## src/rtl/exit_arbiter_if.sv

```systemverilog
// Handshake bundle for exit_arbiter.
//   Score stream (s_*): valid/ready beats of class scores, one exit head at a time.
//   Result port (m_*):  valid/ready delivery of the winning class, exit and score.
// Modports:
//   master - the environment: drives score beats and accepts results.
//   slave  - the arbiter: accepts score beats and drives results.
interface exit_arbiter_if #(
  parameter int unsigned NUM_EXITS   = 2,
  parameter int unsigned NUM_CLASSES = 10,
  parameter int unsigned BIT_SCORE   = 16
);
  localparam int unsigned EW = (NUM_EXITS > 1) ? $clog2(NUM_EXITS) : 1;
  localparam int unsigned CW = (NUM_CLASSES > 1) ? $clog2(NUM_CLASSES) : 1;

  logic                        s_valid;
  logic                        s_ready;
  logic [EW-1:0]               s_exit;
  logic signed [BIT_SCORE-1:0] s_score;
  logic                        s_last;

  logic                        m_valid;
  logic                        m_ready;
  logic [CW-1:0]               m_class;
  logic [EW-1:0]               m_exit;
  logic signed [BIT_SCORE-1:0] m_score;

  modport master (
    output s_valid, s_exit, s_score, s_last, m_ready,
    input  s_ready, m_valid, m_class, m_exit, m_score
  );

  modport slave (
    input  s_valid, s_exit, s_score, s_last, m_ready,
    output s_ready, m_valid, m_class, m_exit, m_score
  );
endinterface

```

## src/rtl/exit_arbiter.sv

```systemverilog
// Early-termination decision unit for NUM_EXITS exit heads.
// Streams class scores per exit head, tracks a running argmax and compares the winner against
// that head's programmable threshold. Either terminates the inference early or waits for the
// next (deeper) head; the last head always produces the result.
//
// Ports:
//   clock, reset        rising-edge clock, asynchronous active-high reset
//   cfg_we/exit/thr     threshold write port (any state)
//   start               begin a new image (aborts any image in flight)
//   bus (slave)         score stream s_* and result port m_*
//   terminate           high while a result from a non-final head is pending
//   busy                state is not idle
//   err                 sticky protocol error (wrong exit head, wrong beat count)
//
// Optional build macro EXIT_MARGIN_EN: decide on max minus second-highest score instead of
// max, and report that margin (saturated) on m_score.
module exit_arbiter #(
  parameter int unsigned NUM_EXITS   = 2,
  parameter int unsigned NUM_CLASSES = 10,
  parameter int unsigned BIT_SCORE   = 16,
  parameter int unsigned BIT_THR     = 16,
  localparam int unsigned EW = (NUM_EXITS > 1) ? $clog2(NUM_EXITS) : 1,
  localparam int unsigned CW = (NUM_CLASSES > 1) ? $clog2(NUM_CLASSES) : 1
) (
  input  logic                      clock,
  input  logic                      reset,
  input  logic                      cfg_we,
  input  logic [EW-1:0]             cfg_exit,
  input  logic signed [BIT_THR-1:0] cfg_thr,
  input  logic                      start,
  exit_arbiter_if.slave             bus,
  output logic                      terminate,
  output logic                      busy,
  output logic                      err
);

  // Class counter saturates one past the last class so over-long heads cannot wrap.
  localparam int unsigned NW = $clog2(NUM_CLASSES + 1);
  localparam logic [NW-1:0] LastCnt = NW'(NUM_CLASSES - 1);
  localparam logic [NW-1:0] CntMax  = NW'(NUM_CLASSES);
  localparam logic [EW-1:0] LastExit = EW'(NUM_EXITS - 1);
  localparam logic signed [BIT_THR-1:0] ThrMax = {1'b0, {(BIT_THR-1){1'b1}}};
`ifdef EXIT_MARGIN_EN
  localparam logic signed [BIT_SCORE-1:0] ScoreMax = {1'b0, {(BIT_SCORE-1){1'b1}}};
  localparam logic signed [BIT_SCORE-1:0] ScoreMin = {1'b1, {(BIT_SCORE-1){1'b0}}};
`endif

  typedef enum logic [1:0] {StIdle, StCollect, StDecide, StOutput} state_e;

  state_e                      state_q;
  logic [EW-1:0]               cur_exit_q;
  logic [NW-1:0]               cnt_q;
  logic signed [BIT_SCORE-1:0] max_q;
  logic [CW-1:0]               arg_q;
  logic signed [BIT_THR-1:0]   thr_q [NUM_EXITS];
  logic                        err_q;
  logic                        m_valid_q;
  logic [CW-1:0]               m_class_q;
  logic [EW-1:0]               m_exit_q;
  logic signed [BIT_SCORE-1:0] m_score_q;
  logic                        terminate_q;
`ifdef EXIT_MARGIN_EN
  logic signed [BIT_SCORE-1:0] second_q;
`endif

  // Decision datapath, evaluated while in StDecide.
  logic signed [BIT_THR-1:0]   thr_sel;
  logic signed [BIT_SCORE:0]   thr_ext;
  logic signed [BIT_SCORE:0]   metric;
  logic signed [BIT_SCORE-1:0] result_score;
  logic                        last_exit;
  logic                        exit_take;
  logic                        take_new;

  always_comb begin
    thr_sel   = thr_q[cur_exit_q];
    thr_ext   = (BIT_SCORE+1)'(thr_sel);
    last_exit = (cur_exit_q == LastExit);
`ifdef EXIT_MARGIN_EN
    // Second never exceeds max, so the BIT_SCORE+1 difference is non-negative.
    metric = (BIT_SCORE+1)'(max_q) - (BIT_SCORE+1)'(second_q);
    if (metric > (BIT_SCORE+1)'(ScoreMax)) begin
      result_score = ScoreMax;
    end else begin
      result_score = metric[BIT_SCORE-1:0];
    end
`else
    metric       = (BIT_SCORE+1)'(max_q);
    result_score = max_q;
`endif
    exit_take = (metric > thr_ext) || last_exit;
    // Strict compare: ties keep the lower class index.
    take_new  = (cnt_q == '0) || (bus.s_score > max_q);
  end

  always_ff @(posedge clock or posedge reset) begin
    if (reset) begin
      state_q     <= StIdle;
      cur_exit_q  <= '0;
      cnt_q       <= '0;
      max_q       <= '0;
      arg_q       <= '0;
      err_q       <= 1'b0;
      m_valid_q   <= 1'b0;
      m_class_q   <= '0;
      m_exit_q    <= '0;
      m_score_q   <= '0;
      terminate_q <= 1'b0;
`ifdef EXIT_MARGIN_EN
      second_q    <= ScoreMin;
`endif
      for (int i = 0; i < int'(NUM_EXITS); i++) begin
        thr_q[i] <= ThrMax;
      end
    end else begin
      if (cfg_we && (32'(cfg_exit) < NUM_EXITS)) begin
        thr_q[cfg_exit] <= cfg_thr;
      end

      if (start) begin
        // New image, also used to abort one in flight; wins over m_ready and s_last.
        state_q     <= StCollect;
        cur_exit_q  <= '0;
        cnt_q       <= '0;
        max_q       <= '0;
        arg_q       <= '0;
        err_q       <= 1'b0;
        m_valid_q   <= 1'b0;
        terminate_q <= 1'b0;
`ifdef EXIT_MARGIN_EN
        second_q    <= ScoreMin;
`endif
      end else begin
        case (state_q)
          StIdle: ;
          StCollect: begin
            if (bus.s_valid) begin
              if (bus.s_exit != cur_exit_q) begin
                err_q <= 1'b1;
              end else begin
                if (take_new) begin
                  max_q <= bus.s_score;
                  arg_q <= cnt_q[CW-1:0];
                end
`ifdef EXIT_MARGIN_EN
                if (cnt_q != '0) begin
                  if (bus.s_score > max_q) begin
                    second_q <= max_q;
                  end else if (bus.s_score > second_q) begin
                    second_q <= bus.s_score;
                  end
                end
`endif
                if (cnt_q != CntMax) begin
                  cnt_q <= cnt_q + 1'b1;
                end
                if (bus.s_last) begin
                  state_q <= StDecide;
                  if (cnt_q != LastCnt) begin
                    err_q <= 1'b1;
                  end
                end
              end
            end
          end
          StDecide: begin
            if (exit_take) begin
              state_q     <= StOutput;
              m_valid_q   <= 1'b1;
              m_class_q   <= arg_q;
              m_exit_q    <= cur_exit_q;
              m_score_q   <= result_score;
              terminate_q <= !last_exit;
            end else begin
              state_q    <= StCollect;
              cur_exit_q <= cur_exit_q + 1'b1;
              cnt_q      <= '0;
              max_q      <= '0;
`ifdef EXIT_MARGIN_EN
              second_q   <= ScoreMin;
`endif
            end
          end
          StOutput: begin
            if (bus.m_ready) begin
              state_q     <= StIdle;
              m_valid_q   <= 1'b0;
              terminate_q <= 1'b0;
            end
          end
          default: state_q <= StIdle;
        endcase
      end
    end
  end

  assign bus.s_ready = (state_q == StCollect);
  assign bus.m_valid = m_valid_q;
  assign bus.m_class = m_class_q;
  assign bus.m_exit  = m_exit_q;
  assign bus.m_score = m_score_q;
  assign terminate   = terminate_q;
  assign busy        = (state_q != StIdle);
  assign err         = err_q;

endmodule
```

## src/flat_wrapper.sv

```systemverilog
// flat-port wrapper written by rule: the top's interface ports become plain ports
module exit_arbiter_flat 
#(
  parameter int unsigned NUM_EXITS   = 2,
  parameter int unsigned NUM_CLASSES = 10,
  parameter int unsigned BIT_SCORE   = 16,
  parameter int unsigned BIT_THR     = 16,
  localparam int unsigned EW = (NUM_EXITS > 1) ? $clog2(NUM_EXITS) : 1,
  localparam int unsigned CW = (NUM_CLASSES > 1) ? $clog2(NUM_CLASSES) : 1
)
  (clock, reset, cfg_we, cfg_exit, cfg_thr, start, terminate, busy, err, bus_s_valid, bus_s_exit, bus_s_score, bus_s_last, bus_m_ready, bus_s_ready, bus_m_valid, bus_m_class, bus_m_exit, bus_m_score);
  exit_arbiter_if #(.NUM_EXITS(NUM_EXITS), .NUM_CLASSES(NUM_CLASSES), .BIT_SCORE(BIT_SCORE)) bus_i ();
  input  logic clock;
  input  logic reset;
  input  logic cfg_we;
  input  logic [EW-1:0] cfg_exit;
  input  logic signed [BIT_THR-1:0] cfg_thr;
  input  logic start;
  output logic terminate;
  output logic busy;
  output logic err;
  input wire logic [$bits(bus_i.s_valid)-1:0] bus_s_valid;
  input wire logic [$bits(bus_i.s_exit)-1:0] bus_s_exit;
  input wire logic [$bits(bus_i.s_score)-1:0] bus_s_score;
  input wire logic [$bits(bus_i.s_last)-1:0] bus_s_last;
  input wire logic [$bits(bus_i.m_ready)-1:0] bus_m_ready;
  output wire logic [$bits(bus_i.s_ready)-1:0] bus_s_ready;
  output wire logic [$bits(bus_i.m_valid)-1:0] bus_m_valid;
  output wire logic [$bits(bus_i.m_class)-1:0] bus_m_class;
  output wire logic [$bits(bus_i.m_exit)-1:0] bus_m_exit;
  output wire logic [$bits(bus_i.m_score)-1:0] bus_m_score;
  assign bus_i.s_valid = bus_s_valid;
  assign bus_i.s_exit = bus_s_exit;
  assign bus_i.s_score = bus_s_score;
  assign bus_i.s_last = bus_s_last;
  assign bus_i.m_ready = bus_m_ready;
  assign bus_s_ready = bus_i.s_ready;
  assign bus_m_valid = bus_i.m_valid;
  assign bus_m_class = bus_i.m_class;
  assign bus_m_exit = bus_i.m_exit;
  assign bus_m_score = bus_i.m_score;
  exit_arbiter #(.NUM_EXITS(NUM_EXITS), .NUM_CLASSES(NUM_CLASSES), .BIT_SCORE(BIT_SCORE), .BIT_THR(BIT_THR)) u_core (.clock(clock), .reset(reset), .cfg_we(cfg_we), .cfg_exit(cfg_exit), .cfg_thr(cfg_thr), .start(start), .bus(bus_i), .terminate(terminate), .busy(busy), .err(err));
endmodule
```

## config.mk

```make
export PLATFORM = sky130hd
export DESIGN_NAME = exit_arbiter_flat
export DESIGN_NICKNAME = d
export VERILOG_FILES = /design/src/rtl/exit_arbiter_if.sv /design/src/rtl/exit_arbiter.sv /design/src/flat_wrapper.sv
export SDC_FILE = /design/constraint.sdc
export NUM_CORES = 1
export LEC_CHECK = 0
export CORE_MARGIN = 5
export CORE_UTILIZATION = 54
export DETAILED_ROUTE_END_ITERATION = 8
export GPL_TIMING_DRIVEN = 0
export HOLD_SLACK_MARGIN = 0.06
export PLACE_DENSITY = 0.89
export RECOVER_POWER = 50
export SKIP_CTS_REPAIR_TIMING = 1
export SLEW_MARGIN = 20
export SYNTH_ARGS = -nofsm -noshare
export SYNTH_HDL_FRONTEND = slang
export SYNTH_SLANG_ARGS = --single-unit
```

## constraint.sdc

```tcl
create_clock -name clock -period 4 [get_ports clock]
set_input_delay 0.8 -clock clock [delete_from_list [all_inputs] [get_ports clock]]
set_output_delay 0.8 -clock clock [all_outputs]
set_load 0.03 [all_outputs]
```

Word level (Yosys, flattened, before mapping)
Cells that the tools add are included.
{ "totals": {"register_bits": 83, "input_bits": 41, "elab_cells": 108} }
{ "classes": {"addsub": 2, "order_cmp": 5, "n_eq_ne": 16, "mux": 46, "bitwise": 3, "reduce_logical": 23} }
{ "ops": {"columns": ["cell", "n"], "rows": [
  ["$mux W16", 9],
  ["$mux W4", 10],
  ["$bwmux W32", 1],
  ["$gt A16 B16 Y1", 2],
  ["$pmux W16 S2", 1],
  ["$demux W16 S1", 1],
  ["$ne A3 B3 Y1 const B", 5],
  ["$reduce_and A5 Y1", 3],
  ["$mux W1", 14],
  ["$mux W2", 6],
  ["$reduce_bool A3 Y1", 4],
  ["$reduce_bool A2 Y1", 5],
  ["$ne A3 B2 Y1 const B", 3],
  ["$ne A4 B4 Y1 const B", 2],
  ["$pmux W4 S2", 1],
  ["$reduce_and A4 Y1", 2],
  ["$pmux W2 S3", 1],
  ["$reduce_and A3 Y1", 2],
  ["$add A4 B1 Y4 const B", 1],
  ["$eq A2 B2 Y1 const B", 2],
  ["$ge A2 B2 Y1 const B", 2],
  ["$logic_not A4 Y1", 1],
  ["$ne A2 B2 Y1 const B", 2],
  ["$not A1 Y2", 2],
  ["other kinds (11)", 13]
]} }

Logic depth before layout (Yosys ltp)
Gate-level depths: netlist (run 1).
{ "logic_depth": {"word_depth": 9, "ltp_mapped": 12} }

Worst setup path after synthesis (run 1)
OpenSTA, ideal clock, no wires.
{ "synth_timing": {"kind": "flip-flop to flip-flop", "start": "reg u_core.cur_exit_q", "end": "reg u_core.m_class_q[0] (netlist: u_core.bus.m_class[0])", "setup_time_ns": 0.125, "arrival_ns": 3.148, "t_required_ns": 3.875, "slack_ns": 0.727, "stages_incl_launch_ff": 13, "n_path_buf": 3, "path_cell_list": "dfrtp_1 -> buf_1 -> buf_1 -> mux2i_1 -> ha_1 -> a21oi_1 -> o211ai_1 -> a31o_2 -> o31ai_2 -> nand2b_1 -> nand2_1 -> buf_4 -> mux2_2"} }
{ "synth_between": {"elab_chain_cells": 7} }
{ "synth_lines": {"columns": ["element", "line", "source"], "rows": [
  ["start, declared", "exit_arbiter.sv:51", "logic [EW-1:0] cur_exit_q;"],
  ["start signal, assigned", "exit_arbiter.sv:176", "cur_exit_q <= cur_exit_q + 1'b1;"],
  ["$not A1 Y2 (not written as such)", "exit_arbiter.sv:76", "thr_sel = thr_q[cur_exit_q];"],
  ["$mux W16 (not written as such) (3 in a row)", "exit_arbiter.sv:76", null],
  ["$gt A16 B16 Y1", "exit_arbiter.sv:91", "exit_take = (metric > thr_ext) || last_exit;"],
  ["$logic_or A1 B1 Y1 *", "exit_arbiter.sv:91", null],
  ["$reduce_and A3 Y1 (no source line) *", null, null],
  ["end signal, assigned", "exit_arbiter.sv:170", "m_class_q <= arg_q;"],
  ["end, declared", "exit_arbiter.sv:58", "logic [CW-1:0] m_class_q;"]
]} }
Mark *: on every way between the ends. The rest lies on a longest branch, timed or not. The select of a mux whose other input is x is not followed.
A chain may end at the register's enable or synchronous reset.

Final worst setup path (run 1)
{ "layout_timing": {"start": "reg u_core.cur_exit_q", "end": "reg u_core.m_score_q[8] (netlist: u_core.bus.m_score[8])"} }
{ "layout_between": {"elab_chain_cells": 7} }
{ "layout_lines": {"columns": ["element", "line", "source"], "rows": [
  ["$not A1 Y2 (not written as such)", "exit_arbiter.sv:76", null],
  ["$mux W16 (not written as such) (3 in a row)", "exit_arbiter.sv:76", null],
  ["$gt A16 B16 Y1", "exit_arbiter.sv:91", null],
  ["$logic_or A1 B1 Y1 *", "exit_arbiter.sv:91", null],
  ["$reduce_and A3 Y1 (no source line) *", null, null],
  ["end signal, assigned", "exit_arbiter.sv:172", "m_score_q <= result_score;"],
  ["end, declared", "exit_arbiter.sv:60", "logic signed [BIT_SCORE-1:0] m_score_q;"]
]} }
Marked as above.

==> results of run 1 <==
## final timing paths
path                                   startpoint                     to  cells past startpoint
worst min register to register         u_core.err             u_core.err                      2
worst max register to register  u_core.cur_exit_q  u_core.bus.m_score[8]                     12
worst max-delay path            u_core.cur_exit_q  u_core.bus.m_score[8]                     12
min in group asynchronous                   reset       u_core.max_q[12]                      2
worst min-delay path                   u_core.err             u_core.err                      2
max in group asynchronous                   reset        u_core.cnt_q[0]                      3
## cell type report
| class | instances | area, um2 |
|---|---|---|
| Buffer | 17 | 87.6 |
| Clock buffer | 14 | 184 |
| Clock inverter | 1 | 5.00 |
| Fill cell | 605 | 2700 |
| Inverter | 24 | 91.3 |
| Multi-Input combinational cell | 271 | 2160 |
| Sequential cell | 83 | 2110 |
| Tap cell | 105 | 131 |
| Timing Repair Buffer | 67 | 666 |
## cells in the final DEF, fill, tap and decap left out, drive strengths merged, types with 20 or more instances in the layout
cell           netlist  routed
a21oi               35      35
nand3               25      25
nand2b              20      20
nor2                20      20
ha                  36      36
mux2                53      53
dfrtp               53      53
dfstp               30      30
inv                 24      23
clkbuf               7      24
clkdlybuf4s50        0      63
## report_power, final
group | total [mW] | internal [mW] | leakage, nW | switching [mW]
clock | 0.588 | 0.294 | 0.0977 | 0.294
sequential | 0.997 | 0.944 | 1.04 | 0.0526
combinational | 0.414 | 0.202 | 1.23 | 0.211
## metal layers
metal / wire, um / up-vias / part of all wire, % / track usage (%)
li1: - / 1544 / - / -
met1: 4220 / 1628 / 42 / 26.7
met2: 5120 / 100 / 51 / 37.0
met3: 517 / 19 / 5.1 / 3.53
met4: 192 / 0 / 1.9 / 7.77
met5: 0 / - / 0 / 0
## logic make-up (layout without fill, tap and decap cells)
logic type / Yosys count / after routing / synth area share, %
xor gates and xnor gates: 1 / 1 / 0.197
buffers and inverters: 41 / 123 / 3.94
muxes: 72 / 72 / 17.7
and+or+nand+nor: 102 / 102 / 12.2
AOI/OAI and AO/OA: 60 / 60 / 8.33
adders and majority gates: 36 / 36 / 10.1
DFF: 83 / 83 / 47.6
## stage by stage
stage	instance area (um2)	setup slack, ps	TNS (ps)
global route	5440	277	0
global placement	5240	-83.9	-4270
floorplan	4450	727	0
detailed placement	5270	2.17	0
CTS	5460	-40.4	-512
finish	5440	466	0
## flip-flops by register name (all words and copies together), names as in the netlist
name / cells
u_core.err: 1
u_core.arg_q: 4
u_core.cnt_q: 4
u_core.bus.m_score: 16
u_core.terminate: 1
u_core.max_q: 16
u_core.state_q: 2
u_core.thr_q: 32
u_core.bus.m_class: 4
u_core.cur_exit_q: 1
u_core.bus.m_valid: 1
u_core.bus.m_exit: 1
## worst min-delay path, cell delays in order, from the launching register on
cell	delay [ps]
dfrtp_1	340
nor2_1	50
nor2_1	80
==> metrics.md, run 1 <==
| Metric | Value |
|---|---|
| Layout Utilization | `66.8%` |
| DRC errors left | `0` |
| Final ANT Viol Nets | `0` |
| Syn Nets | `472` |
| Core ar. | `8130 um2` |
| Max VDD drop | `0.000204 V` |
| Top cell by count, worst path | `clkbuf_2` |
| Vias in the first global route | `3597` |
| Cts bufs inserted | `9` |
| Share of post-route cells with drive strength above 1 | `23.7%` |
| PnR Total Power | `2.00 mW` |
| Final setup viols | `0` |
| GRT overflow | `0` |
| Max Fanout on Critical Path | `10` |
| Chip Height | `101 um` |
| Routed WL | `10.1 mm` |
| Clock Sink Count | `83` |
| Gate Count Post-Synth | `395` |
| Top post-synthesis cells by area | `dfrtp_1, dfstp_2, mux2_2, ha_1, mux2i_1` |
| Port Buffer Count | `66` |
| Total number of vias | `3291` |
| Ratio of final minimum period to clock period | `88.4%` |
| Worst-margin pin slew | `1460 ps` |
| Longest Clk Path Bufs | `2` |
| Post-synthesis async set-or-reset flop share | `100%` |
| Worst Skew | `11.0 ps` |
| Detailed Place HPWL | `7.52 mm` |
| Cell taking the most area after synthesis | `dfrtp_1` |
| P_leak | `2.36 nW` |
| Total global routing track utilization | `21.3%` |
| Dpl cells | `567` |
| Top Ports | `67` |
| Status | `complete, no violations` |
| Arr. time, crit path | `3770 ps` |
| Crit path launch type | `flop` |
| Initial core utilization | `54.7%` |
| Die Width | `101 um` |
| PwrDens | `368 nW/um2` |
| Largest net degree at the start of global routing | `62` |
| Fin Hold WS | `506 ps` |
| Final Wtd Congestion | `0.929` |
| WP buf/inv | `3` |
| Crit Path Class | `flop to flop` |
| Clock-pin transition on the worst setup and hold timing paths | `80 ps` |
| H-tree lvl count | `3` |
| Vias per std cell | `5.65` |
| CTS root buffer | `clkbuf_8` |
| Number of enable flip-flop cells after synthesis | `0` |
| Slowest Stage Delay on Critical Path | `410 ps` |
| Initial antenna violation count | `0` |
| FF-to-FF setup slack | `470 ps` |
| Commonest cells in the synthesized netlist | `dfrtp_1, mux2_2, ha_1, a21oi_1, dfstp_2` |
| Ys flop type | `dfrtp_1` |
| Area Growth Syn to Fin | `22.3%` |
| Slowest-stage cell, CP | `o31ai_2` |
| CTS tree | `done` |
| Non-filler cells in the finished layout | `582` |
| Std cell rows | `33` |
| Drt pass-1 iters | `4` |
| Cell variety after synth | `45` |
| DR WL/cell | `17.3 um` |
| Worst-skew pair later-pin latency | `360 ps` |
| N_diodes | `0` |
| Post-Syn Area per Cell | `11.3 um2` |
| DR iter-0 viols | `215` |
| Yosys top cell area share | `29.8%` |
| Cell family with most CP delay | `buffers and inverters` |
| FMAX | `283 MHz` |
| Min-delay worst type | `flop to flop` |
| Crit path time final | `3530 ps` |
| Synth Register Bits | `83` |
| CP required | `4240 ps` |
| First-pass GRT wire length | `17.1 mm` |
| Register area share after synthesis | `47.6%` |
| RSZ-0062 raised after global routing | `no` |
| Die area | `10100 um2` |
| Relative slew slack | `2.62%` |
| Critical path capture point type | `flop` |
| Ys Warns | `0` |
| Max Cap Violations | `0` |
| NumNets Final | `550` |
| Slew Limit Fails | `0` |
| Post-synth design cell area | `4450 um2` |
| Final Hold Viols | `0` |
| Crit-path cells | `clkbuf_2 > clkbuf_2 > mux2i_1 > ha_1 > nand4_1 > nor2_1 > a31o_2 > o31ai_2 > nand2b_1 > nand2_1 > buf_4 > mux2_2` |
(Power assumes the default switching activity.)
==> inputs of run 2 (changes only) <==
--- a/config.mk
+++ b/config.mk
@@ -7,4 +7,5 @@
 export LEC_CHECK = 0
+export ABC_AREA = 1
 export CORE_MARGIN = 5
-export CORE_UTILIZATION = 54
+export CORE_UTILIZATION = 55
 export DETAILED_ROUTE_END_ITERATION = 8
@@ -12,4 +13,5 @@
 export HOLD_SLACK_MARGIN = 0.06
-export PLACE_DENSITY = 0.89
+export PLACE_DENSITY = 0.9
 export RECOVER_POWER = 50
+export REMOVE_ABC_BUFFERS = 1
 export SKIP_CTS_REPAIR_TIMING = 1
==> constraint.sdc (replaced) <==
create_clock -name clock -period 4 [get_ports clock]
set_input_delay 0.4 -clock clock [delete_from_list [all_inputs] [get_ports clock]]
set_output_delay 0.4 -clock clock [all_outputs]
set_load 0.03 [all_outputs]
==> run 2 against run 1 <==
Net effect: combinational power increased to 2.9 times the previous value; area after synthesis increased by 3.2%; power increased by 56%; global-route usage increased by 0.12 points; flip-flop and latch count unchanged; worst setup slack improved by 120 ps; die area increased by 1.2%; critical endpoint is now u_core.bus.m_score[1].
==> metrics.md, run 2 <==
| Metric | Value |
|---|---|
| Status | `complete, no violations` |
| Crit path time final | `3410 ps (-119 ps)` |
| Worst-skew pair later-pin latency | `350 ps (about the same)` |
| Die Width | `101 um (+0.61%)` |
| Ratio of final minimum period to clock period | `85.4% (-3.0 points)` |
| FF-to-FF setup slack | `590 ps (+120 ps)` |
| Worst Hold Depth | `2 (unchanged)` |
| Yosys top cell area share | `28.9% (-0.93 points)` |
| NumNets Final | `691 (+26%)` |
| Top post-synthesis cells by area | `dfrtp_1, dfstp_2, nand2_1, ha_1, inv_1` |
| Port Buffer Count | `66 (unchanged)` |
| Vias per std cell | `5.43 (-3.9%)` |
| Crit Path Class | `flop to flop` |
| Drt pass-1 iters | `5 (+1)` |
| N_diodes | `0 (unchanged)` |
| Worst Skew | `12.2 ps (+1.18 ps)` |
| Die area | `10300 um2 (+1.2%)` |
| Clk pwr share | `23.4% (-6.0 points)` |
| Chip Height | `101 um (+0.61%)` |
| Max Fanout on Critical Path | `45 (+35)` |
| Largest register by flop count | `u_core.thr_q` |
| Top cell by count, worst path | `nand2_1` |
| Std cell rows | `33 (unchanged)` |
| Crit-path cells | `mux2i_1 > ha_1 > nand2_1 > inv_1 > nand3_1 > nor3_2 > nand2_1 > a21oi_1 > nand2_2 > nand2_1 > nand2_2 > nand2_1 > o21ai_1` |
| Largest family of logic cells by synthesized area | `simple AND/OR/NAND/NOR gates` |
| Min-delay worst type | `flop to flop` |
| WP buf/inv | `1 (-2)` |
| Initial antenna violation count | `0 (unchanged)` |
| Routed WL | `10.4 mm (+3.7%)` |
| Slew Limit Fails | `0 (unchanged)` |
| Max VDD drop | `0.000217 V (+6.5%)` |
| First-pass GRT wire length | `17.8 mm (+4.0%)` |
| Cell family with most CP delay | `simple AND/OR/NAND/NOR gates` |
| Detailed Place HPWL | `7.42 mm (-1.2%)` |
| Area Growth Syn to Fin | `20.6%` |
| PnR Total Power | `3.12 mW (+56%)` |
| Final setup viols | `0 (unchanged)` |
| Vias in the first global route | `3985 (+11%)` |
| Initial core utilization | `56.2% (+1.5 points)` |
| Worst R2R Path Depth | `13 (+1)` |
| CP required | `4200 ps (-40 ps)` |
| DR WL/cell | `14.4 um (-17%)` |
| Final ANT Viol Nets | `0 (unchanged)` |
| Total global routing track utilization | `21.4% (+0.12 points)` |
| Core ar. | `8180 um2 (+0.51%)` |
| Setup TNS | `0 ps (unchanged)` |
| Slowest Stage Delay on Critical Path | `1010 ps (+600 ps)` |
| Worst-margin pin slew | `1380 ps (-79.4 ps)` |
| P_int | `1.94 mW (+35%)` |
| Post-Syn Area per Cell | `8.26 um2 (-27%)` |
| Arr. time, crit path | `3620 ps (-150 ps)` |
| Register area share after synthesis | `46.1% (-1.5 points)` |
| Cts bufs inserted | `9 (unchanged)` |
| Post-Synth XOR/XNOR Area | `0.382% (+0.18 points)` |
| Most frequent cells in the layout | `nand2_1, inv_1, clkdlybuf4s50_1, dfrtp_1, o21ai_0` |
| P_leak | `2.65 nW (+12%)` |
| Reg-to-reg critical path endpoint | `u_core.bus.m_score[1]` |
| Reg area | `2110 um2 (unchanged)` |
| Synth Area in Compound Gates | `9.62% (+1.3 points)` |
| Synth Area in Adders | `9.81% (-0.32 points)` |
| RSZ-0062 raised after global routing | `no` |
| Count leader, synth | `nand2_1` |
| CTS tree | `done` |
| Synth Register Bits | `83 (unchanged)` |
| Commonest non-fill, non-tap cell in the layout | `nand2_1` |
| Clock-pin transition on the worst setup and hold timing paths | `80 ps (about the same)` |
| FMAX | `293 MHz (+3.5%)` |
| Flop pwr share | `38.3% (-12 points)` |
| Layout Utilization | `67.7% (+0.90 points)` |
| Ys Warns | `0 (unchanged)` |
| H-tree lvl count | `3 (unchanged)` |
| Post-synth design cell area | `4590 um2 (+3.2%)` |
| Fillers | `628 (+3.8%)` |
| Net switching power figure | `1.18 mW (+110%)` |
| HP Start | `u_core.bus.m_valid` |
| CTS root buffer | `clkbuf_8` |
| Final Hold Viols | `0 (unchanged)` |
| Number of enable flip-flop cells after synthesis | `0 (unchanged)` |
| Ys flop type | `dfrtp_1` |
| Slowest-stage cell, CP | `dfrtp_1` |
| Total number of vias | `3934 (+20%)` |
| Simple-gate share of the synthesized area | `23.4% (+11 points)` |
| Clock Sink Count | `83 (unchanged)` |
| Max Cap Violations | `0 (unchanged)` |
| GRT overflow | `0 (unchanged)` |
| Relative slew slack | `7.91% (+5.3 points)` |
| Share of post-route cells with drive strength above 1 | `9.85% (-14 points)` |
| Logic pwr share | `38.2% (+18 points)` |
| Worst R2R Start | `u_core.cur_exit_q` |
| Multi-input gate area | `2130 um2 (-1.0%)` |
| Max reg flops | `32 (unchanged)` |
| Gate Count Post-Synth | `556 (+41%)` |
| Largest net degree at the start of global routing | `59 (-4.8%)` |
| DRC errors left | `0 (unchanged)` |
| Cell taking the most area after synthesis | `dfrtp_1` |
| Post-synthesis async set-or-reset flop share | `100% (unchanged)` |
| Final Wtd Congestion | `0.926 (-0.33%)` |
| Sw frac | `37.9% (+10 points)` |
| Top Ports | `67 (unchanged)` |
| PwrDens | `564 nW/um2 (+53%)` |
| Commonest cells in the synthesized netlist | `nand2_1, inv_1, dfrtp_1, o21ai_0` |
| Mux cell area share after synthesis | `3.27% (-14 points)` |
| Worst hold endpoint | `u_core.bus.m_valid` |
| Crit path launch type | `flop` |
| Worst Setup SP | `u_core.cur_exit_q` |
| Critical path capture point type | `flop` |
| DR iter-0 viols | `237 (+10%)` |
| Cell variety after synth | `32 (-29%)` |
| Longest Clk Path Bufs | `2 (unchanged)` |
==> run 2: final cells by class <==
| cell class | instances | share of cell area, % |
|---|---|---|
| clock buffer | 12 | 2.62 |
| clock inverter | 4 | 1.76 |
| tap | 105 | 2.37 |
| sequential | 83 | 38.2 |
| multi-input combinational | 387 | 38.5 |
| timing repair buffer | 67 | 12.0 |
| inverter | 66 | 4.50 |
==> run 2: kinds of logic after synthesis <==
| group | count (synthesis) |
|---|---|
| XOR/XNOR | 2 |
| adder cells (fa/ha/maj) | 36 |
| AND/OR/NAND/NOR | 248 |
| AO/OA/AOI/OAI | 86 |
| buffers and inverters | 86 |
| multiplexers | 15 |
| flip-flops | 83 |
==> run 2: worst max-delay path by stage <==
stage | endpoint | cells past startpoint
6_report | u_core.bus.m_score[1] | 13
2_1_floorplan | u_core.bus.m_class[0] | 14
3_3_place_gp | u_core.bus.m_score[9] | 2
4_1_cts | u_core.bus.m_score[1] | 13
5_1_grt | u_core.bus.m_score[7] | 14
3_5_place_dp | u_core.bus.m_score[1] | 13
==> run 2: layer usage <==
metal	routed length (um)	global-route usage (%)	up-vias
li1	-	-	1915
met1	4490	26.9	1824
met2	4980	36.1	160
met3	661	3.86	35
met4	286	9.61	0
met5	0	0	-
==> run 2: power groups by stage <==
stage          sequential (mW)  clock [mW]  combinational, mW
2_1_floorplan             1.29           0              0.687
3_3_place_gp              1.20           0               1.11
3_5_place_dp              1.21           0               1.18
4_1_cts                   1.19       0.734               1.20
5_1_grt                   1.22       0.770               1.33
6_report                  1.20       0.731               1.19
==> run 2: worst register-to-register path, cell delays in order, from the launching register on <==
cell	delay, ps
dfrtp_1	1010
mux2i_1	200
ha_1	350
nand2_1	60
inv_1	70
nand3_1	130
nor3_2	180
nand2_1	120
a21oi_1	210
nand2_2	100
nand2_1	80
nand2_2	450
nand2_1	220
o21ai_1	100
==> run 2: through the flow <==
stage / instance area, um2 / hold WS, ps / cells / setup slack (ps)
after global routing: 5540 / 493 / 724 / 262
after global placement: 5290 / 455 / 707 / 352
after detailed placement: 5320 / 463 / 708 / 612
after floorplan: 4500 / 452 / 536 / 1370
final: 5540 / 485 / 724 / 585
after CTS: 5560 / 376 / 724 / 625
